## config.mk

```make
export PLATFORM = sky130hd
export DESIGN_NAME = logic_bist_ctrl_flat
export DESIGN_NICKNAME = d
export VERILOG_FILES = /design/src/rtl/logic_bist_if.sv /design/src/rtl/logic_bist_ctrl.sv /design/src/flat_wrapper.sv
export SDC_FILE = /design/constraint.sdc
export NUM_CORES = 1
export LEC_CHECK = 0
export CAP_MARGIN = 0
export CORE_MARGIN = 2
export CORE_UTILIZATION = 50
export CTS_CLUSTER_DIAMETER = 200
export DETAILED_ROUTE_END_ITERATION = 7
export PLACE_DENSITY = 0.81
export SYNTH_ARGS = -nofsm -noshare
export SYNTH_HDL_FRONTEND = slang
export SYNTH_SLANG_ARGS = --single-unit
```

## constraint.sdc

```tcl
create_clock -name clk -period 1.7 [get_ports clk]
set_input_delay 0.34 -clock clk [delete_from_list [all_inputs] [get_ports clk]]
set_output_delay 0.34 -clock clk [all_outputs]
set_load 0.02 [all_outputs]
```

## src/rtl/logic_bist_if.sv

```systemverilog
// Handshake and gate-under-test bus between the logic-gate BIST sequencer and its environment.
interface logic_bist_if #(
  parameter int WIDTH = 1,
  parameter int ERR_W = 8
);
  logic             start;
  logic [WIDTH-1:0] dut_a;
  logic [WIDTH-1:0] dut_b;
  logic [1:0]       dut_op;
  logic [WIDTH-1:0] dut_y;
  logic             busy;
  logic             done;
  logic             pass;
  logic [ERR_W-1:0] err_count;
  logic [15:0]      first_fail;

  modport master (
    input  start, dut_y,
    output dut_a, dut_b, dut_op, busy, done, pass, err_count, first_fail
  );

  modport slave (
    output start, dut_y,
    input  dut_a, dut_b, dut_op, busy, done, pass, err_count, first_fail
  );
endinterface

```

## src/rtl/logic_bist_ctrl.sv

```systemverilog
// BIST sequencer for 2-input AND/OR/XOR/XNOR gates: drives vectors, compares against a golden model.
// Define BIST_LFSR_EN to source vectors from a seeded LFSR (NUM_VEC per run) instead of an exhaustive counter.
module logic_bist_ctrl #(
  parameter int WIDTH      = 1,
  parameter int SETTLE_CYC = 1,
  parameter int ERR_W      = 8,
  parameter int NUM_VEC    = 64
) (
  input  logic          clk,
  input  logic          rst_n,
  logic_bist_if.master  bus
);

  localparam int VW = 2 + 2 * WIDTH;
`ifdef BIST_LFSR_EN
  localparam logic [15:0] LAST_IDX = 16'(NUM_VEC - 1);
  localparam logic [VW-1:0] TAPS = (VW == 4) ? VW'(4'b1100)      :
                                   (VW == 6) ? VW'(6'b110000)    :
                                   (VW == 8) ? VW'(8'b10111000)  :
                                               VW'(10'b1001000000);
  localparam logic [VW-1:0] SEED = VW'(1);
`else
  localparam logic [15:0] LAST_IDX = 16'((4 << (2 * WIDTH)) - 1);
`endif
  localparam logic [3:0] SETTLE_LAST = 4'((SETTLE_CYC > 0) ? SETTLE_CYC - 1 : 0);

  localparam logic [2:0] ST_IDLE   = 3'd0;
  localparam logic [2:0] ST_APPLY  = 3'd1;
  localparam logic [2:0] ST_WAIT   = 3'd2;
  localparam logic [2:0] ST_SAMPLE = 3'd3;
  localparam logic [2:0] ST_DONE   = 3'd4;

  // Reset asserts immediately but releases only after two clean clock edges.
  logic [1:0] rstSync_q;
  logic       rstInt_n;

  always_ff @(posedge clk or negedge rst_n) begin
    if (!rst_n) rstSync_q <= 2'b00;
    else        rstSync_q <= {rstSync_q[0], 1'b1};
  end

  assign rstInt_n = rstSync_q[1];

  logic [2:0]       state_q, state_d;
  logic [15:0]      vecIdx_q, vecIdx_d;
  logic [3:0]       settleCnt_q, settleCnt_d;
  logic [WIDTH-1:0] dutA_q, dutA_d, dutB_q, dutB_d;
  logic [1:0]       dutOp_q, dutOp_d;
  logic             busy_q, busy_d, done_q, done_d, pass_q, pass_d;
  logic [ERR_W-1:0] errCount_q, errCount_d, errNext;
  logic [15:0]      firstFail_q, firstFail_d;
  logic [15:0]      idxInc;
  logic [VW-1:0]    startVec, stepVec, applyVec;
  logic             loadVec;
  logic [WIDTH-1:0] golden;
  logic             mismatch;

  assign idxInc = vecIdx_q + 16'd1;

`ifdef BIST_LFSR_EN
  logic [VW-1:0] lfsr_q, lfsr_d;

  function automatic logic [VW-1:0] lfsrStep(input logic [VW-1:0] s);
    return {s[VW-2:0], ^(s & TAPS)};
  endfunction

  assign startVec = SEED;
  assign stepVec  = lfsr_q;
`else
  assign startVec = '0;
  assign stepVec  = idxInc[VW-1:0];
`endif

  // Golden result is taken from the registered vector, so it is stable for the whole settle window.
  always_comb begin
    golden = '0;
    case (dutOp_q)
      2'd0:    golden = dutA_q & dutB_q;
      2'd1:    golden = dutA_q | dutB_q;
      2'd2:    golden = dutA_q ^ dutB_q;
      default: golden = ~(dutA_q ^ dutB_q);
    endcase
  end

  assign mismatch = (bus.dut_y != golden);

  always_comb begin
    state_d     = state_q;
    vecIdx_d    = vecIdx_q;
    settleCnt_d = settleCnt_q;
    dutA_d      = dutA_q;
    dutB_d      = dutB_q;
    dutOp_d     = dutOp_q;
    busy_d      = busy_q;
    done_d      = done_q;
    pass_d      = pass_q;
    errCount_d  = errCount_q;
    firstFail_d = firstFail_q;
    errNext     = errCount_q;
    loadVec     = 1'b0;
    applyVec    = startVec;
`ifdef BIST_LFSR_EN
    lfsr_d      = lfsr_q;
`endif
    case (state_q)
      ST_IDLE, ST_DONE: begin
        if (bus.start) begin
          state_d     = ST_APPLY;
          vecIdx_d    = '0;
          errCount_d  = '0;
          firstFail_d = 16'hFFFF;
          busy_d      = 1'b1;
          done_d      = 1'b0;
          pass_d      = 1'b0;
          loadVec     = 1'b1;
          applyVec    = startVec;
`ifdef BIST_LFSR_EN
          lfsr_d      = lfsrStep(SEED);
`endif
        end
      end
      ST_APPLY: begin
        settleCnt_d = '0;
        state_d     = (SETTLE_CYC > 0) ? ST_WAIT : ST_SAMPLE;
      end
      ST_WAIT: begin
        if (settleCnt_q == SETTLE_LAST) state_d = ST_SAMPLE;
        else                            settleCnt_d = settleCnt_q + 4'd1;
      end
      ST_SAMPLE: begin
        if (mismatch) begin
          if (errCount_q != '1)         errNext = errCount_q + 1'b1;
          if (firstFail_q == 16'hFFFF)  firstFail_d = vecIdx_q;
        end
        errCount_d = errNext;
        if (vecIdx_q == LAST_IDX) begin
          state_d = ST_DONE;
          busy_d  = 1'b0;
          done_d  = 1'b1;
          pass_d  = (errNext == '0);
        end else begin
          state_d  = ST_APPLY;
          vecIdx_d = idxInc;
          loadVec  = 1'b1;
          applyVec = stepVec;
`ifdef BIST_LFSR_EN
          lfsr_d   = lfsrStep(lfsr_q);
`endif
        end
      end
      default: state_d = ST_IDLE;
    endcase
    // Operand fields follow the {op, a, b} packing with b in the least significant bits.
    if (loadVec) begin
      dutOp_d = applyVec[VW-1:2*WIDTH];
      dutA_d  = applyVec[2*WIDTH-1:WIDTH];
      dutB_d  = applyVec[WIDTH-1:0];
    end
  end

  always_ff @(posedge clk or negedge rstInt_n) begin
    if (!rstInt_n) begin
      state_q     <= ST_IDLE;
      vecIdx_q    <= '0;
      settleCnt_q <= '0;
      dutA_q      <= '0;
      dutB_q      <= '0;
      dutOp_q     <= '0;
      busy_q      <= 1'b0;
      done_q      <= 1'b0;
      pass_q      <= 1'b0;
      errCount_q  <= '0;
      firstFail_q <= 16'hFFFF;
`ifdef BIST_LFSR_EN
      lfsr_q      <= SEED;
`endif
    end else begin
      state_q     <= state_d;
      vecIdx_q    <= vecIdx_d;
      settleCnt_q <= settleCnt_d;
      dutA_q      <= dutA_d;
      dutB_q      <= dutB_d;
      dutOp_q     <= dutOp_d;
      busy_q      <= busy_d;
      done_q      <= done_d;
      pass_q      <= pass_d;
      errCount_q  <= errCount_d;
      firstFail_q <= firstFail_d;
`ifdef BIST_LFSR_EN
      lfsr_q      <= lfsr_d;
`endif
    end
  end

  assign bus.dut_a      = dutA_q;
  assign bus.dut_b      = dutB_q;
  assign bus.dut_op     = dutOp_q;
  assign bus.busy       = busy_q;
  assign bus.done       = done_q;
  assign bus.pass       = pass_q;
  assign bus.err_count  = errCount_q;
  assign bus.first_fail = firstFail_q;

endmodule
```

## src/flat_wrapper.sv

```systemverilog
// flat-port wrapper written by rule: the top's interface ports become plain ports
module logic_bist_ctrl_flat 
#(
  parameter int WIDTH      = 1,
  parameter int SETTLE_CYC = 1,
  parameter int ERR_W      = 8,
  parameter int NUM_VEC    = 64
)
  (clk, rst_n, bus_start, bus_dut_y, bus_dut_a, bus_dut_b, bus_dut_op, bus_busy, bus_done, bus_pass, bus_err_count, bus_first_fail);
  logic_bist_if #(.WIDTH(WIDTH), .ERR_W(ERR_W)) bus_i ();
  input  logic clk;
  input  logic rst_n;
  input wire logic [$bits(bus_i.start)-1:0] bus_start;
  input wire logic [$bits(bus_i.dut_y)-1:0] bus_dut_y;
  output wire logic [$bits(bus_i.dut_a)-1:0] bus_dut_a;
  output wire logic [$bits(bus_i.dut_b)-1:0] bus_dut_b;
  output wire logic [$bits(bus_i.dut_op)-1:0] bus_dut_op;
  output wire logic [$bits(bus_i.busy)-1:0] bus_busy;
  output wire logic [$bits(bus_i.done)-1:0] bus_done;
  output wire logic [$bits(bus_i.pass)-1:0] bus_pass;
  output wire logic [$bits(bus_i.err_count)-1:0] bus_err_count;
  output wire logic [$bits(bus_i.first_fail)-1:0] bus_first_fail;
  assign bus_i.start = bus_start;
  assign bus_i.dut_y = bus_dut_y;
  assign bus_dut_a = bus_i.dut_a;
  assign bus_dut_b = bus_i.dut_b;
  assign bus_dut_op = bus_i.dut_op;
  assign bus_busy = bus_i.busy;
  assign bus_done = bus_i.done;
  assign bus_pass = bus_i.pass;
  assign bus_err_count = bus_i.err_count;
  assign bus_first_fail = bus_i.first_fail;
  logic_bist_ctrl #(.WIDTH(WIDTH), .SETTLE_CYC(SETTLE_CYC), .ERR_W(ERR_W), .NUM_VEC(NUM_VEC)) u_core (.clk(clk), .rst_n(rst_n), .bus(bus_i));
endmodule
```

* Yosys cells after proc, flatten, opt, wreduce, memory -nomap -nowiden
Index checks and enable logic that the tools add are counted.
** Cells by class
- Add/sub/neg operators :: 3
- Eq/ne operators :: 17
- Bitwise gates (word level) :: 4
- Shift operators :: 0
- Divide/modulo/power cells :: 0
- $mul :: 0
- Magnitude comparators :: 0
- Reductions and logical operators :: 13
- Multiplexer cells :: 32
** Operators with widths (number)
- $mux 16 :: 5
- $pmux 16 s2 :: 2
- $mux 8 :: 4
- $add 16x1->16 const B :: 1
- $eq 16x16->1 const B :: 1
- $eq 16x4->1 const B :: 1
- $pmux 8 s2 :: 1
- $mux 4 :: 3
- $pmux 3 s4 :: 1
- $mux 3 :: 3
- $add 8x1->8 const B :: 1
- $logic_not 8->1 :: 1
- $ne 2x1->1 const B :: 4
- $ne 8x8->1 const B :: 1
- $pmux 1 s2 :: 4
- $pmux 4 s2 :: 1
- $mux 1 :: 7
- $eq 3x2->1 const B :: 2
- $ne 2x2->1 const B :: 3
- $reduce_and 2->1 :: 3
- $reduce_and 3->1 :: 2
- $add 4x1->4 const B :: 1
- $logic_not 4->1 :: 1
- $reduce_and 4->1 :: 1
- other kinds (14) :: 15
** Word-level totals
- RAM bits :: 0
- Input port bits :: 4
- Memories kept :: 0
- Bits in latches :: 0
- Memory bits (read-only) :: 0
- Register bits after elaboration :: 56
- Logic and storage cells :: 81
- Output and inout bits :: 31

* Longest topological paths before layout
Gate-level depths: netlist of run 1.
- Depth after elaboration :: 9
- Gate-level depth with buffers :: 10
- Gate-level depth less buffers :: 8

* Worst setup path after synthesis of run 1
No wires, ideal clock.
- Path type :: register -> register
- Start point :: register u_core.dutB_q (netlist: u_core.bus.dut_b)
- End point :: register u_core.errCount_q[4] (netlist: u_core.bus.err_count[4])
- Path buffers :: 0
- Period minus slack after synthesis :: 2.322 ns
- Data required time :: 1.579 ns
- Setup slack :: -0.622 ns
- Cell stages (with the launch flop) :: 9
- Data arrival time :: 2.201 ns
- Library setup time :: 0.121 ns
- Cell sequence :: dfrtp_1 inv_1 ha_1 xnor2_2 nor2_2 a2111oi_4 nand4_1 mux2_4 a22o_1
** On the way
- Word-level cells in the longest chain between the ends :: 7
- Elaborated cells on any way between the ends :: 9
- Classes of those cells :: eq/ne (1); mux (4); bitwise (4)
** Ends and longest elaborated chain
- from (decl) :: RTL line logic_bist_ctrl.sv:47 : logic [WIDTH-1:0] dutA_q, dutA_d, dutB_q, dutB_d;
- from (signal assigned) :: RTL line logic_bist_ctrl.sv:182 : dutB_q <= dutB_d;
- $xor 1x1->1 :: RTL line logic_bist_ctrl.sv:80, logic_bist_ctrl.sv:81
- $not 1->1 :: RTL line logic_bist_ctrl.sv:81 : default: golden = ~(dutA_q ^ dutB_q);
- $pmux 1 s3 (*) :: RTL line logic_bist_ctrl.sv:77 : case (dutOp_q)
- $ne 1x1->1 (*) :: RTL line logic_bist_ctrl.sv:85 : assign mismatch = (bus.dut_y != golden);
- $mux 8 (*) :: RTL line logic_bist_ctrl.sv:131 : if (mismatch) begin
- $mux 8 (*) :: RTL line logic_bist_ctrl.sv:105 : case (state_q)
- $pmux 8 s2 (*) :: RTL line logic_bist_ctrl.sv:105
- to (signal assigned) :: RTL line logic_bist_ctrl.sv:187 : errCount_q <= errCount_d;
- to (decl) :: RTL line logic_bist_ctrl.sv:50 : logic [ERR_W-1:0] errCount_q, errCount_d, errNext;
Every way passes the cells marked *; elsewhere a longest branch is shown, timed or not. The select of a mux whose other input is x is not followed.
A chain may end at the register's enable or synchronous reset.

* Worst setup path after layout of run 1
- Start point :: register u_core.dutA_q (netlist: u_core.bus.dut_a)
- End point :: register u_core.pass_q (netlist: u_core.bus.pass)
** On the way
- Word-level cells in the longest chain between the ends :: 9
- Elaborated cells on any way between the ends :: 11
- Classes of those cells :: eq/ne (1); mux (5); bitwise (4); reduce/logical (1)
** Ends and longest elaborated chain
- from (decl) :: RTL line logic_bist_ctrl.sv:47
- from (signal assigned) :: RTL line logic_bist_ctrl.sv:181 : dutA_q <= dutA_d;
- $xor 1x1->1 :: RTL line logic_bist_ctrl.sv:80, logic_bist_ctrl.sv:81
- $not 1->1 :: RTL line logic_bist_ctrl.sv:81
- $pmux 1 s3 (*) :: RTL line logic_bist_ctrl.sv:77
- $ne 1x1->1 (*) :: RTL line logic_bist_ctrl.sv:85
- $mux 8 (*) :: RTL line logic_bist_ctrl.sv:131
- $mux 8 (*) :: RTL line logic_bist_ctrl.sv:105
- $logic_not 8->1 (*) :: RTL line logic_bist_ctrl.sv:140 : pass_d = (errNext == '0);
- $mux 1 (*) :: RTL line logic_bist_ctrl.sv:136 : if (vecIdx_q == LAST_IDX) begin
- $pmux 1 s2 (*) :: RTL line logic_bist_ctrl.sv:105
- to (signal assigned) :: RTL line logic_bist_ctrl.sv:186 : pass_q <= pass_d;
- to (decl) :: RTL line logic_bist_ctrl.sv:49 : logic busy_q, busy_d, done_q, done_d, pass_q, pass_d;
Marks and branches as above.

==> metrics.txt, run 1 <==
# TYPE chip_impl_metric gauge
chip_impl_info{name="synth_ff_type",value="sky130_fd_sc_hd__dfrtp_1"} 1
chip_impl_metric{name="num-fill-cells",unit=""} 414
chip_impl_info{name="status",value="finished, violations left"} 1
chip_impl_info{name="worst_path_max_delay_cell",value="sky130_fd_sc_hd__dfrtp_2"} 1
chip_impl_info{name="path_delay_family",value="compound AO/OA/AOI/OAI gates"} 1
chip_impl_metric{name="yosys_register_bits",unit=""} 56
chip_impl_metric{name="worst_setup_hold_path_clk_slew",unit="ns"} 0.10
chip_impl_metric{name="crit_arrival",unit="ns"} 2.39
chip_impl_info{name="setup.worst_path.class",value="flip-flop to flip-flop"} 1
chip_impl_metric{name="p_total",unit="mW"} 6.000
chip_impl_metric{name="timing.final.max_slew_violations",unit=""} 0
chip_impl_metric{name="layout.area.seq",unit="mm²"} 0.001425
chip_impl_metric{name="synth_top_cell_area_share",unit="%"} 34.44
chip_impl_metric{name="flow.area_growth_from_synthesis",unit="%"} 40.85
chip_impl_metric{name="dr.pass1.iters",unit=""} 4
chip_impl_metric{name="clock_sink_count",unit=""} 56
chip_impl_metric{name="die-area",unit="mm²"} 0.006439
chip_impl_metric{name="cts-htree-levels",unit=""} 2
chip_impl_metric{name="internal_power",unit="mW"} 3.596
chip_impl_metric{name="post_synth_num_cell_types",unit=""} 54
chip_impl_metric{name="hold_viol",unit=""} 0
chip_impl_metric{name="io_pins",unit=""} 35
chip_impl_metric{name="ff2ff_setup_slack",unit="ns"} -0.46
chip_impl_info{name="timing.critical_path.from_type",value="flip-flop"} 1
chip_impl_metric{name="p_clk_share",unit="%"} 15.0
chip_impl_metric{name="post_drt_wl_per_cell",unit="µm"} 15.35
chip_impl_metric{name="grt_util_met1",unit="%"} 29.77
chip_impl_metric{name="power_frac_seq",unit="%"} 34.1
chip_impl_metric{name="floorplan.rows",unit=""} 27
chip_impl_metric{name="core-area",unit="mm²"} 0.005574
chip_impl_metric{name="multi_input_gate_area",unit="mm²"} 0.001555
chip_impl_info{name="worstSetupEndpointType",value="flip-flop"} 1
chip_impl_metric{name="p_comb_share",unit="%"} 50.9
chip_impl_info{name="unrepaired_setup_endpoints_after_global_routing",value="true"} 1
chip_impl_info{name="post_synth_most_frequent_cells",value="sky130_fd_sc_hd__nor2_1, sky130_fd_sc_hd__dfrtp_1, sky130_fd_sc_hd__nand2_1"} 1
chip_impl_metric{name="ys_async_sr_fraction",unit="%"} 100.0
chip_impl_metric{name="hold_ws",unit="ns"} 0.1877
chip_impl_metric{name="gpl.final_weighted_congestion",unit=""} 0.8868
chip_impl_metric{name="antenna_cells",unit=""} 0
chip_impl_metric{name="grtUsageTotal",unit="%"} 23.25
chip_impl_metric{name="cts_inserted_buffers",unit=""} 5
chip_impl_metric{name="buffer_ports.inserted",unit=""} 34
chip_impl_metric{name="grt_max_degree",unit=""} 37
chip_impl_metric{name="drt_drc_violations_left",unit=""} 0
chip_impl_metric{name="postRouteAntennaNets",unit=""} 0
chip_impl_info{name="synth.area.top_cells",value="sky130_fd_sc_hd__dfrtp_1, sky130_fd_sc_hd__dfstp_2, sky130_fd_sc_hd__nor2_1, sky130_fd_sc_hd__xor2_1, sky130_fd_sc_hd__nand4_1"} 1
chip_impl_metric{name="place.detailed.hpwl",unit="µm"} 5361
chip_impl_info{name="synth_top_cell_by_area",value="sky130_fd_sc_hd__dfrtp_1"} 1
chip_impl_metric{name="synth_enable_flop_cells",unit=""} 0
chip_impl_metric{name="die_x",unit="µm"} 80.25
chip_impl_metric{name="floorplan.die.height",unit="µm"} 80.25
chip_impl_metric{name="drt_first_iter_violations",unit=""} 161
chip_impl_info{name="yosysMostFrequentCell",value="sky130_fd_sc_hd__nor2_1"} 1
chip_impl_metric{name="fin_ws",unit="ns"} -0.4627
chip_impl_metric{name="synth-seq-area-share",unit="%"} 48.90
chip_impl_metric{name="syn_area_per_cell",unit="µm²"} 9.721
chip_impl_metric{name="postSynthNetCount",unit=""} 309
chip_impl_metric{name="via_count_of_the_first_global_routing_pass",unit=""} 2545
chip_impl_metric{name="met2_usage",unit="%"} 39.67
chip_impl_metric{name="antenna_found_initial",unit=""} 0
chip_impl_metric{name="clock_skew",unit="ns"} 0.008325
chip_impl_info{name="global_route.peak_usage_layer",value="met2"} 1
chip_impl_metric{name="critical_path.max_stage_delay",unit="ns"} 0.45
chip_impl_metric{name="critPathRequiredTime",unit="ns"} 1.92
chip_impl_metric{name="max_freq",unit="GHz"} 0.4624
chip_impl_metric{name="power.ir.vdd_worst",unit="µV"} 915.7
chip_impl_metric{name="final_period_minus_worst_setup_slack",unit="ns"} 2.163
chip_impl_metric{name="timing.critical_path.fanout_max",unit=""} 11
chip_impl_metric{name="globalRoute.totalOverflow",unit=""} 0
chip_impl_info{name="violations",value="negative setup slack"} 1
chip_impl_metric{name="postSynthCellCount",unit=""} 299
chip_impl_metric{name="cp_num_buf_inv",unit=""} 1
chip_impl_info{name="clock_root_buffer",value="sky130_fd_sc_hd__clkbuf_8"} 1
chip_impl_metric{name="via_count",unit=""} 2580
chip_impl_metric{name="source_to_sink_clock_delay_at_the_later_pin_of_the_worst_skew_pair",unit="ns"} 0.31
chip_impl_metric{name="avgViaCountPerCell",unit=""} 5.501
chip_impl_metric{name="swShare",unit="%"} 40.08
chip_impl_metric{name="cellLeakagePower",unit="nW"} 1.904
chip_impl_metric{name="design.final.nets",unit=""} 406
chip_impl_info{name="timing.rr.start",value="u_core.bus.dut_a$_DFFE_PN0P_"} 1
chip_impl_metric{name="synth.cell_area",unit="mm²"} 0.002907
chip_impl_info{name="timing.hold.worst.class",value="input pin to asynchronous set/reset pin"} 1
chip_impl_metric{name="synth_warnings",unit=""} 0
chip_impl_info{name="list_of_cells_traversed_by_the_critical_path",value="ha_4, nor2b_4, o211a_1, a2111oi_4, buf_6, and3_4, a31oi_1, o31ai_2"} 1
chip_impl_metric{name="start_util",unit="%"} 52.14
chip_impl_info{name="timing.critical_path.from",value="u_core.bus.dut_a$_DFFE_PN0P_"} 1
chip_impl_metric{name="final_min_period_over_clock_period",unit="%"} 127.2
chip_impl_metric{name="grt_first_pass_wirelength",unit="µm"} 11730
chip_impl_metric{name="use_met3",unit="%"} 3.483
chip_impl_metric{name="max_cap_violations",unit=""} 0
chip_impl_metric{name="timing.final.setup_violations",unit=""} 37
chip_impl_metric{name="power_per_cell_area",unit="mW/mm²"} 1466
chip_impl_metric{name="drive_above_1_share",unit="%"} 34.76
chip_impl_info{name="cts_tree",value="yes"} 1
chip_impl_metric{name="wl",unit="µm"} 7200
chip_impl_metric{name="switchingPower",unit="mW"} 2.405
chip_impl_metric{name="cts_buffer_depth",unit=""} 2
[sequential cells by signal, summed over array words and instances, names as in the netlist]
| name | cells |
|---|---|
| u_core.bus.pass | 1 |
| u_core.state_q | 3 |
| u_core.bus.err_count | 8 |
| u_core.bus.first_fail | 16 |
| u_core.settleCnt_q | 4 |
| u_core.vecIdx_q | 16 |
| u_core.bus.dut_a | 1 |
| u_core.bus.done | 1 |
| u_core.bus.busy | 1 |
| u_core.bus.dut_b | 1 |
| u_core.bus.dut_op | 2 |
| u_core.rstSync_q | 2 |
[metal layers]
layer | routed length (µm) | up-vias
met3 | 345 | 15
met1 | 3033 | 1239
met5 | 0 | -
met2 | 3668 | 87
met4 | 153 | 0
li1 | - | 1239
[area by class of cell]
| cell class | instances | share of cell area (%) |
|---|---|---|
| Multi-Input combinational cell | 220 | 37.99 |
| Sequential cell | 56 | 34.81 |
| Timing Repair Buffer | 103 | 21.09 |
| Clock buffer | 8 | 2.995 |
| Tap cell | 72 | 2.200 |
| Inverter | 10 | 0.9169 |
[cells by family after synthesis]
group	synth area share, %
other	0.1290
AND/OR/NAND/NOR	22.94
XOR/XNOR	5.984
buffers and inverters	3.831
flip-flops	48.90
AO/OA/AOI/OAI	14.72
adder cells (fa/ha/maj)	2.583
multiplexers	0.9038
[final timing paths]
path / to / depth (start not counted)
max in group asynchronous: u_core.bus.first_fail[4]$_DFFE_PN1P_ / 1
worst max register to register: u_core.bus.pass$_DFFE_PN0P_ / 8
worst min-delay path: u_core.rstSync_q[1]$_DFF_PN0_ / 1
worst max-delay path: u_core.bus.pass$_DFFE_PN0P_ / 8
min in group clk: u_core.rstSync_q[1]$_DFF_PN0_ / 0
worst min register to register: u_core.settleCnt_q[0]$_DFFE_PN0P_ / 1
[through the flow]
step | instances | TNS, ns | cell area, µm² | worst slack, ns | util (%)
3_3_place_gp | 458 | -13.93 | 3875 | -0.4568 | 69.52
4_1_cts | 468 | -10.90 | 4008 | -0.4654 | 71.90
6_report | 469 | -10.85 | 4094 | -0.4627 | 73.45
2_1_floorplan | 299 | -8.979 | 3013 | -0.4591 | -
5_1_grt | 469 | -13.88 | 4094 | -0.5498 | 73.45
3_5_place_dp | 458 | -16.27 | 3875 | -0.5678 | 69.52
[cell usage in the layout (no fill, tap or decap), types with 4 or more instances in the layout]
master and instances:
sky130_fd_sc_hd__a21oi_1 14, sky130_fd_sc_hd__and3_1 5, sky130_fd_sc_hd__nand3_1 11, sky130_fd_sc_hd__xnor2_1 4, sky130_fd_sc_hd__xor2_1 12, sky130_fd_sc_hd__clkdlybuf4s50_1 6
sky130_fd_sc_hd__buf_6 4, sky130_fd_sc_hd__o21ai_0 5, sky130_fd_sc_hd__dlygate4sd2_1 28, sky130_fd_sc_hd__dfrtp_1 37, sky130_fd_sc_hd__clkbuf_8 5, sky130_fd_sc_hd__nand2_1 20
sky130_fd_sc_hd__nand4_1 13, sky130_fd_sc_hd__a31oi_1 5, sky130_fd_sc_hd__inv_1 8, sky130_fd_sc_hd__dfstp_2 16, sky130_fd_sc_hd__buf_4 63, sky130_fd_sc_hd__nor2_1 57
[power by group through the flow]
stage                     combinational (mW)  sequential (mW)  clock, mW
after floorplan                         1.50             2.35          0
after global placement                  2.97             2.04          0
after detailed placement                3.08             2.06          0
after CTS                               2.97             2.03      0.925
after global routing                    3.32             2.08      0.966
final                                   3.06             2.05      0.898
[what timing repair did]
item	CTS	global route
hold buffers	0	0
pin swaps	8	6
cloned	0	0
endpoints found under the setup margin	65	43
gates resized for setup	36	15
setup buffers	2	1
Power figures use the tool's default switching activity.
==> run 2: changes to the inputs <==
--- a/config.mk
+++ b/config.mk
@@ -5,9 +5,11 @@
 export SDC_FILE = /design/constraint.sdc
 export NUM_CORES = 1
 export LEC_CHECK = 0
+export ABC_AREA = 1
+export ABC_CLOCK_PERIOD_IN_PS = 1700
 export CAP_MARGIN = 0
 export CORE_MARGIN = 2
-export CORE_UTILIZATION = 50
+export CORE_UTILIZATION = 51
 export CTS_CLUSTER_DIAMETER = 200
 export DETAILED_ROUTE_END_ITERATION = 7
 export PLACE_DENSITY = 0.81
==> metrics.txt, run 2 <==
# TYPE chip_impl_metric gauge
chip_impl_metric{name="synth-seq-area-share",unit="%"} 45.92
chip_impl_info{name="status",value="finished, violations left"} 1
chip_impl_info{name="setup.worst_path.class",value="flip-flop to flip-flop"} 1
chip_impl_metric{name="yosys_register_bits",unit=""} 56
chip_impl_metric{name="flow.area_growth_from_synthesis",unit="%"} 30.80
chip_impl_metric{name="clock_skew",unit="ns"} 0.01271
chip_impl_metric{name="worst_setup_hold_path_clk_slew",unit="ns"} 0.11
chip_impl_metric{name="fin_ws",unit="ns"} -0.1109
chip_impl_metric{name="cellLeakagePower",unit="nW"} 1.785
chip_impl_info{name="synth_top_cell_by_area",value="sky130_fd_sc_hd__dfrtp_1"} 1
chip_impl_metric{name="cts_hold_buffers",unit=""} 0
chip_impl_metric{name="post-route-cell-area",unit="mm²"} 0.004049
chip_impl_info{name="list_of_cells_traversed_by_the_critical_path",value="inv_2, ha_4, inv_4, nand2_2, nand3_2, nand3_4, nand2_8, nand3_4, nand2_8, clkbuf_16, nor2_2, a31oi_1"} 1
chip_impl_metric{name="drt_first_iter_violations",unit=""} 151
chip_impl_metric{name="die_x",unit="µm"} 81.91
chip_impl_metric{name="synth.cell_area",unit="mm²"} 0.003095
chip_impl_metric{name="ys_async_sr_fraction",unit="%"} 100.0
chip_impl_metric{name="cp_num_buf_inv",unit=""} 3
chip_impl_metric{name="syn_area_per_cell",unit="µm²"} 8.189
chip_impl_metric{name="dr.pass1.iters",unit=""} 5
chip_impl_info{name="violations",value="negative setup slack"} 1
chip_impl_metric{name="critical_path.max_stage_delay",unit="ns"} 0.44
chip_impl_metric{name="via_count_of_the_first_global_routing_pass",unit=""} 2613
chip_impl_metric{name="clock_sink_count",unit=""} 56
chip_impl_metric{name="place.detailed.hpwl",unit="µm"} 5249
chip_impl_info{name="synth_ff_type",value="sky130_fd_sc_hd__dfrtp_1"} 1
chip_impl_metric{name="postSynthCellCount",unit=""} 378
chip_impl_metric{name="num-fill-cells",unit=""} 453
chip_impl_metric{name="synth_top_cell_area_share",unit="%"} 32.34
chip_impl_metric{name="post_synth_num_cell_types",unit=""} 33
chip_impl_info{name="leading_cell_type_in_the_layout_fill_and_taps_excluded",value="sky130_fd_sc_hd__nand2_1"} 1
chip_impl_metric{name="hold_viol",unit=""} 0
chip_impl_metric{name="postSynthNetCount",unit=""} 388
chip_impl_info{name="path_delay_family",value="simple AND/OR/NAND/NOR gates"} 1
chip_impl_metric{name="start_util",unit="%"} 52.59
chip_impl_metric{name="die-area",unit="mm²"} 0.006708
chip_impl_metric{name="gpl.final_weighted_congestion",unit=""} 0.9326
chip_impl_metric{name="postRouteAntennaNets",unit=""} 0
chip_impl_metric{name="avgViaCountPerCell",unit=""} 5.553
chip_impl_metric{name="source_to_sink_clock_delay_at_the_later_pin_of_the_worst_skew_pair",unit="ns"} 0.32
chip_impl_metric{name="synth_warnings",unit=""} 0
chip_impl_metric{name="cts_inserted_buffers",unit=""} 5
chip_impl_metric{name="p_total",unit="mW"} 6.328
chip_impl_metric{name="max_cap_violations",unit=""} 0
chip_impl_info{name="worstSetupEndpointType",value="flip-flop"} 1
chip_impl_metric{name="cts_buffer_depth",unit=""} 2
chip_impl_metric{name="timing.final.max_slew_violations",unit=""} 0
chip_impl_metric{name="setup-tns-final",unit="ns"} -0.7228
chip_impl_metric{name="drt_drc_violations_left",unit=""} 0
chip_impl_metric{name="utilization",unit="%"} 68.79
chip_impl_metric{name="crit_arrival",unit="ns"} 2.06
chip_impl_metric{name="floorplan.die.height",unit="µm"} 81.91
chip_impl_info{name="yosysMostFrequentCell",value="sky130_fd_sc_hd__nand2_1"} 1
chip_impl_info{name="post_synth_most_frequent_cells",value="sky130_fd_sc_hd__nand2_1, sky130_fd_sc_hd__inv_1, sky130_fd_sc_hd__dfrtp_1"} 1
chip_impl_metric{name="io_pins",unit=""} 35
chip_impl_info{name="timing.hold.worst.class",value="input pin to asynchronous set/reset pin"} 1
chip_impl_info{name="timing.critical_path.from_type",value="flip-flop"} 1
chip_impl_info{name="cts_tree",value="yes"} 1
chip_impl_info{name="mostFrequentLayoutCells",value="sky130_fd_sc_hd__nand2_1, sky130_fd_sc_hd__inv_1, sky130_fd_sc_hd__dfrtp_1"} 1
chip_impl_metric{name="post_drt_wl_per_cell",unit="µm"} 14.77
chip_impl_metric{name="globalRoute.totalOverflow",unit=""} 0
chip_impl_metric{name="wl",unit="µm"} 7668
chip_impl_metric{name="max_freq",unit="GHz"} 0.5522
chip_impl_metric{name="drive_above_1_share",unit="%"} 27.03
chip_impl_metric{name="final_period_minus_worst_setup_slack",unit="ns"} 1.811
chip_impl_metric{name="critPathRequiredTime",unit="ns"} 1.94
chip_impl_metric{name="multi_input_gate_area",unit="mm²"} 0.001638
chip_impl_metric{name="layout.area.seq",unit="mm²"} 0.001426
chip_impl_metric{name="cts-htree-levels",unit=""} 2
chip_impl_metric{name="power_per_cell_area",unit="mW/mm²"} 1563
chip_impl_metric{name="grt_max_degree",unit=""} 38
chip_impl_metric{name="detailed_place.area",unit="mm²"} 0.003680
chip_impl_metric{name="final_min_period_over_clock_period",unit="%"} 106.5
chip_impl_metric{name="buffer_ports.inserted",unit=""} 34
chip_impl_info{name="clock_root_buffer",value="sky130_fd_sc_hd__clkbuf_8"} 1
chip_impl_info{name="synth.area.top_cells",value="sky130_fd_sc_hd__dfrtp_1, sky130_fd_sc_hd__dfstp_2, sky130_fd_sc_hd__nand2_1, sky130_fd_sc_hd__nand3_1, sky130_fd_sc_hd__inv_1"} 1
chip_impl_info{name="worst_path_max_delay_cell",value="sky130_fd_sc_hd__dfrtp_2"} 1
chip_impl_info{name="unrepaired_setup_endpoints_after_global_routing",value="true"} 1
chip_impl_metric{name="timing.final.setup_violations",unit=""} 16
chip_impl_metric{name="floorplan.rows",unit=""} 28
chip_impl_metric{name="antenna_cells",unit=""} 0
chip_impl_metric{name="power.ir.vdd_worst",unit="µV"} 1004
chip_impl_metric{name="antenna_found_initial",unit=""} 0
chip_impl_metric{name="synth_enable_flop_cells",unit=""} 0
chip_impl_metric{name="timing.critical_path.fanout_max",unit=""} 7
chip_impl_metric{name="via_count",unit=""} 2882
chip_impl_metric{name="core-area",unit="mm²"} 0.005886
chip_impl_metric{name="grt_first_pass_wirelength",unit="µm"} 12110
chip_impl_metric{name="grtUsageTotal",unit="%"} 23.22
chip_impl_metric{name="design.final.nets",unit=""} 453
[run 2: per-stage QoR]
| step | setup WS, ns | hold slack, ns | cells |
|---|---|---|---|
| 4_1_cts | -0.03639 | 0.1762 | 514 |
| 2_1_floorplan | -0.01097 | 0.04441 | 378 |
| 3_3_place_gp | -0.01714 | 0.2197 | 502 |
| 5_1_grt | -0.2018 | 0.1751 | 519 |
| 3_5_place_dp | -0.1202 | 0.2240 | 502 |
| 6_report | -0.1109 | 0.1801 | 519 |
[run 2: final cells by class]
type,count,share of cell area [%]
Clock buffer,5,1.700
Clock inverter,3,0.5253
Inverter,48,4.512
Multi-Input combinational cell,267,40.45
Sequential cell,56,35.23
Tap cell,75,2.318
Timing Repair Buffer,65,15.27
[run 2: routing by layer]
layer | share of wire (%) | wire [µm] | GRT usage [%] | up-vias
li1 | - | - | - | 1385
met1 | 44 | 3338 | 32.79 | 1387
met2 | 50 | 3815 | 37.56 | 97
met3 | 5.2 | 400 | 2.747 | 13
met4 | 1.5 | 113 | 6.833 | 0
met5 | 0 | 0 | 0 | -
[run 2: worst paths after layout]
path	start	end	slack [ns]	depth (start not counted)
min	rst_n	u_core.rstSync_q[1]$_DFF_PN0_	0.18	1
min in group clk	u_core.rstSync_q[0]$_DFF_PN0_	u_core.rstSync_q[1]$_DFF_PN0_	0.36	0
max in group asynchronous	u_core.rstSync_q[1]$_DFF_PN0_	u_core.bus.first_fail[1]$_DFFE_PN1P_	0.89	1
min reg2reg	u_core.rstSync_q[1]$_DFF_PN0_	u_core.bus.err_count[6]$_DFFE_PN0P_	0.21	0
max	u_core.bus.dut_a$_DFFE_PN0P_	u_core.bus.first_fail[4]$_DFFE_PN1P_	-0.11	12
max reg2reg	u_core.bus.dut_a$_DFFE_PN0P_	u_core.bus.first_fail[4]$_DFFE_PN1P_	-0.11	12
[run 2: logic make-up after synthesis]
| family | share of synthesized area, % |
|---|---|
| simple gates | 29.22 |
| other cells | 0.1211 |
| flops | 45.92 |
| compound gates | 11.24 |
| buf+inv | 7.962 |
| xor+xnor | 3.112 |
| fa+ha+maj | 2.425 |
[run 2: power breakdown]
group | leakage, nW | internal, mW | switching (mW)
clock | 0.0490 | 0.296 | 0.462
sequential | 0.700 | 1.83 | 0.383
combinational | 1.04 | 1.40 | 1.96
total | 1.78 | 3.52 | 2.81
[run 2: worst reg2reg max path: stages, from the launching register on]
cell	delay, ns
sky130_fd_sc_hd__dfrtp_2	0.44
sky130_fd_sc_hd__inv_2	0.09
sky130_fd_sc_hd__ha_4	0.22
sky130_fd_sc_hd__inv_4	0.06
sky130_fd_sc_hd__nand2_2	0.04
sky130_fd_sc_hd__nand3_2	0.09
sky130_fd_sc_hd__nand3_4	0.11
sky130_fd_sc_hd__nand2_8	0.10
sky130_fd_sc_hd__nand3_4	0.09
sky130_fd_sc_hd__nand2_8	0.12
sky130_fd_sc_hd__clkbuf_16	0.18
sky130_fd_sc_hd__nor2_2	0.04
sky130_fd_sc_hd__a31oi_1	0.17
[run 2: timing repair]
| action | CTS | global route |
|---|---|---|
| cloned | 1 | 2 |
| resized for setup | 39 | 50 |
| setup buffers | 3 | 3 |
| pin swaps | 7 | 11 |
| setup endpoints to repair | 42 | 35 |
==> run 3: changes to the inputs <==
--- a/config.mk
+++ b/config.mk
@@ -12,6 +12,7 @@
 export CORE_UTILIZATION = 51
 export CTS_CLUSTER_DIAMETER = 200
 export DETAILED_ROUTE_END_ITERATION = 7
+export HOLD_SLACK_MARGIN = 0.06
 export PLACE_DENSITY = 0.81
 export SYNTH_ARGS = -nofsm -noshare
 export SYNTH_HDL_FRONTEND = slang
==> results of run 3 <==
Final layout, timing and power as in run 2 (identical DEF).
